### config.mk
export PLATFORM = sky130hd
export DESIGN_NAME = reg_cmd_initiator
export DESIGN_NICKNAME = d
export VERILOG_FILES = /design/src/rtl/reg_cmd_initiator.sv
export SDC_FILE = /design/constraint.sdc
export NUM_CORES = 1
export LEC_CHECK = 0
export ABC_AREA = 1
export BUFFER_PORTS_ARGS = -buffer_cell sky130_fd_sc_hd__clkbuf_2
export CORE_UTILIZATION = 50
export DETAILED_ROUTE_END_ITERATION = 8
export GPL_TIMING_DRIVEN = 0
export MAX_ROUTING_LAYER = met4
export PLACE_DENSITY_LB_ADDON = 0.12
export SLEW_MARGIN = 20
export SYNTH_ARGS = -nofsm -noshare
export SYNTH_HDL_FRONTEND = slang
export SYNTH_SLANG_ARGS = --single-unit
### constraint.sdc
create_clock -name clk -period 1.9 [get_ports clk]
set_input_delay 0 -clock clk [delete_from_list [all_inputs] [get_ports clk]]
set_output_delay 0 -clock clk [all_outputs]
set_load 0.005 [all_outputs]
### src/rtl/reg_cmd_initiator.sv
// reg_cmd_initiator: serialises one register request into an 8-byte command frame and collects the 4-byte reply
module reg_cmd_initiator #(
    parameter int TIMEOUT_CYCLES = 65535
) (
    input  logic        clk,
    input  logic        reset_n,
    input  logic        req_valid,
    output logic        req_ready,
    input  logic        req_wr,
    input  logic [15:0] req_addr,
    input  logic [31:0] req_wdata,
    output logic        resp_valid,
    input  logic        resp_ready,
    output logic [31:0] resp_rdata,
    output logic        resp_err,
    output logic        resp_timeout,
    output logic [7:0]  cmd_out,
    output logic        cmd_wr,
    input  logic        cmd_full,
    input  logic [7:0]  reply_in,
    input  logic        reply_rdy,
    output logic        reply_ack,
    input  logic        reply_end
);
    typedef enum logic [1:0] {IDLE, TX, RX, DONE} state_t;
    state_t      state, state_d;
    logic [2:0]  idx;
    logic [15:0] tcnt;
    logic        wr_q;
    logic [15:0] addr_q;
    logic [31:0] wdata_q;
    logic [63:0] frame;
    logic        tmo_hit;
    assign frame   = {wdata_q, addr_q, 7'b0, wr_q, 8'hAA};
    assign tmo_hit = tcnt == 16'(TIMEOUT_CYCLES - 1);
    always_ff @(posedge clk)
        state <= reset_n ? state_d : IDLE;
    always_comb begin
        state_d    = state;
        req_ready  = reset_n && state == IDLE;
        reply_ack  = reset_n && state == RX && reply_rdy;
        resp_valid = state == DONE;
        case (state)
            IDLE:    state_d = req_valid ? TX : IDLE;
            TX:      state_d = (!cmd_full && idx == 3'd7) ? RX : TX;
            RX:      state_d = (reply_ack ? (reply_end || idx == 3'd3) : tmo_hit) ? DONE : RX;
            default: state_d = resp_ready ? IDLE : DONE;
        endcase
    end
    // the idle counter restarts on entry to RX (last TX byte) and on every reply byte
    always_ff @(posedge clk) begin
        if (!reset_n) begin
            cmd_wr       <= 1'b0;
            cmd_out      <= 8'h00;
            resp_rdata   <= 32'h0;
            resp_err     <= 1'b0;
            resp_timeout <= 1'b0;
            idx          <= 3'd0;
            tcnt         <= 16'd0;
            wr_q         <= 1'b0;
            addr_q       <= 16'h0;
            wdata_q      <= 32'h0;
        end else begin
            cmd_wr <= 1'b0;
            if (state == IDLE && req_valid) begin
                wr_q         <= req_wr;
                addr_q       <= req_addr;
                wdata_q      <= req_wr ? req_wdata : 32'h0;
                resp_rdata   <= 32'h0;
                resp_err     <= 1'b0;
                resp_timeout <= 1'b0;
                idx          <= 3'd0;
            end
            if (state == TX && !cmd_full) begin
                cmd_out <= frame[{idx, 3'b000} +: 8];
                cmd_wr  <= 1'b1;
                idx     <= idx + 3'd1;
                tcnt    <= 16'd0;
            end
            if (reply_ack) begin
                resp_rdata[{idx[1:0], 3'b000} +: 8] <= reply_in;
                resp_err <= reply_end ? idx != 3'd3 : idx == 3'd3;
                idx      <= idx + 3'd1;
                tcnt     <= 16'd0;
            end else if (state == RX) begin
                tcnt <= tcnt + 16'd1;
                if (tmo_hit) begin
                    resp_err     <= 1'b1;
                    resp_timeout <= 1'b1;
                    resp_rdata   <= 32'h0;
                end
            end
        end
    end
endmodule

==> impl_metrics.toml <==
[logic_synthesis]
ys_ff_latch = 113
synth_cell_type_count = 29
syn-cell-area_um2 = 5530
yosysTopAreaCell = "dfxtp_1"
synth_seq_area_share_pct = 40.9
syn_nets = 874
synthCells = 800
synth_top_area_share_pct = 40.9
yosysWarnings = 0
synth_area_leaders = "dfxtp_1, nand2_1, a21oi_1"
synth.avg_cell_area_um2 = 6.91

[final_layout]
mostFrequentLayoutCell = "nand2_1"
final_util_pct = 69.1
mostFrequentLayoutCells = "nand2_1, dfxtp_1, clkbuf_2"
drive_gt1_share_pct = 20.9
final_cell_count_no_fill = 1143
fillers = 913
antenna_cells = 0
final_nets = 1064
syn2layout_area_growth_pct = 35.0

[placement]
io_buffers = 108
gp_congestion = 0.879
placed_cells = 1048
place_ws_ns = -0.317
dp_hpwl_um = 11200

[global_routing]
grt-ovfl-total = 0
use_met1_pct = 35.3
grt.busiest_layer = "met2"
grtUsageTotal_pct = 30.4
grt_max_degree = 17
gr-usage-met2_pct = 50.2
use_met3_pct = 5.71
grt_antenna_before_repair = 0
grt_pass1_vias = 5793
grt_pass1_wl_um = 26500

[worst_setup_path]
rr_endpoint = "state[1]"
crit_arrival_ns = 2.25
worstSetupStartpoint = "idx[1]"
critPathKind = "reg2reg"
ff2ff_path_depth = 5
r2r_start = "idx[1]"
ff2ff_setup_slack_ns = 0.11
startpoint_type = "flop"
crit_path_end_kind = "flop"
path_max_fanout = 9
critPathRequiredTime_ns = 2.36

[route]
routed_wl_um = 16200
ant_nets = 0
wl_per_cell_um = 14.2
drt_iter0_drc = 456
drc = 0
via_per_inst = 5.20
dr.pass1.iters = 5
vias = 5944

[sta]
period_share_pct = 94.2
finalSetupViolCount = 0
rsz0062_at_grt = "no"
slew_violations = 0
max_freq_mhz = 558
hold_violations = 0
fin_crit_ns = 1.79
skew_ns = 0.00585
fin_ws_ns = 0.109
worst_slew_pin_slew_ns = 0.589
fin_tns_setup_ns = 0
slew_headroom_pct = 60.7

[die]
num_io_pins = 110
start_util_pct = 51.2
row_count = 38
fp.dieH_um = 107
fp.coreArea_um2 = 10800
die_x_um = 107
die-area_um2 = 11500

[cts]
cts_tree = "built"
cts-htree-levels = 4
clkTransAtPathRegs_ns = 0.05
root_buffer = "clkbuf_8"
clockBufferDepth = 2
clkLatencyLatePin_ns = 0.53
cts_buffers = 17
cts.sinks = 113

[power_and_ir_drop]
p_seq_share_pct = 42.2
clkPwrFrac_pct = 47.4
p_int_uw = 4460
power_uw = 5910
p_switching_uw = 1450
peakVddDrop_mv = 0.555
p_comb_share_pct = 10.4
powerDensity_nw_per_um2 = 792
leakage_uw = 0.00334
p_sw_share_pct = 24.5

[flow_run]
cap_violations = 0

[hold_path]
min-delay-start = "reply_rdy"
hold_path.class = "in2reg"
min_path_cells = 7
worst_hold_path.endpoint = "resp_rdata[31]"

[run_status]
status = "completed"
logic make-up after synthesis:
group,count (synthesis),synth area share [%]
and+or+nand+nor,411,34.5
AOI/OAI and AO/OA,141,13.1
buffers and inverters,125,9.23
DFF,113,40.9
adders and majority gates,10,2.26
state kept, by name, indices dropped and copies added (netlist names):
register / flops
resp_err: 1
cmd_out: 8
addr_q: 16
resp_rdata: 32
wdata_q: 32
wr_q: 1
state: 2
cmd_wr: 1
tcnt: 16
resp_timeout: 1
idx: 3
timing repair:
item	4_1_cts	5_1_grt
hold buffers	63	0
hold endpoints to repair	79	0
buffers inserted	2	0
pin swaps	1	0
gates resized for setup	8	5
setup endpoints to repair	31	21
synth_stat cells:
master    instances
nand2_1         204
dfxtp_1         113
a21oi_1          96
nor2_1           90
inv_1            77
nand3_1          62
o21ai_0          37
nor3_2           30
clkbuf_1         17
buf_2            15
ha_1             10
buf_1             8
nand2_4           5
inv_2             4
nand4_1           4
nor3_1            4
or2_2             4
a211oi_1          3
buf_6             3
nand2_2           3
nor2_2            2
o22ai_1           2
a21boi_0          1
a22oi_1           1
a31oi_1           1
clkinv_1          1
nand3_2           1
nor2_8            1
nor3b_1           1
critical path, cell delays in order (launching register included):
cell	delay, ns
dfxtp_2	0.42
ha_1	0.28
ha_1	0.22
nand3_1	0.09
a31oi_1	0.14
dlygate4sd3_1	0.58
per-layer routing:
| layer | vias to the layer above | wire (µm) |
|---|---|---|
| met5 | - | 0 |
| met4 | 0 | 529 |
| met3 | 43 | 830 |
| met2 | 213 | 7790 |
| met1 | 2737 | 7050 |
| li1 | 2951 | - |
through the flow:
stage | hold slack (ns) | area [µm²]
final | 0.0331 | 7460
after global routing | 0.0601 | 7460
after CTS | 0.0177 | 7440
after detailed placement | 0.257 | 6240
after global placement | 0.251 | 6240
after floorplan | 0.159 | 5530
how the worst max path moves through the flow:
stage	to	slack [ns]	cells past startpoint
floorplan	resp_rdata[16]	0.14	7
global placement	resp_rdata[18]	-0.30	7
detailed placement	resp_rdata[17]	-0.32	7
CTS	wdata_q[0]	0.03	6
global route	state[1]	0.03	5
finish	state[1]	0.11	5
layout make-up:
class | count | area (µm²) | share of cell area, %
Clock buffer | 25 | 454 | 6.09
Multi-Input combinational cell | 562 | 2800 | 37.5
Clock inverter | 7 | 60.1 | 0.805
Inverter | 82 | 314 | 4.21
Buffer | 41 | 196 | 2.63
Tap cell | 140 | 175 | 2.35
Timing Repair Buffer | 173 | 1200 | 16.1
Sequential cell | 113 | 2260 | 30.3
power groups by stage:
stage          registers (µW)  clock network [µW]  logic, µW
6_report                 2490                2800        615
3_3_place_gp             2540                   0        478
5_1_grt                  2500                2940        681
4_1_cts                  2490                2830        599
3_5_place_dp             2540                   0        490
2_1_floorplan            2530                   0        302
Power figures use the tool's default switching activity.
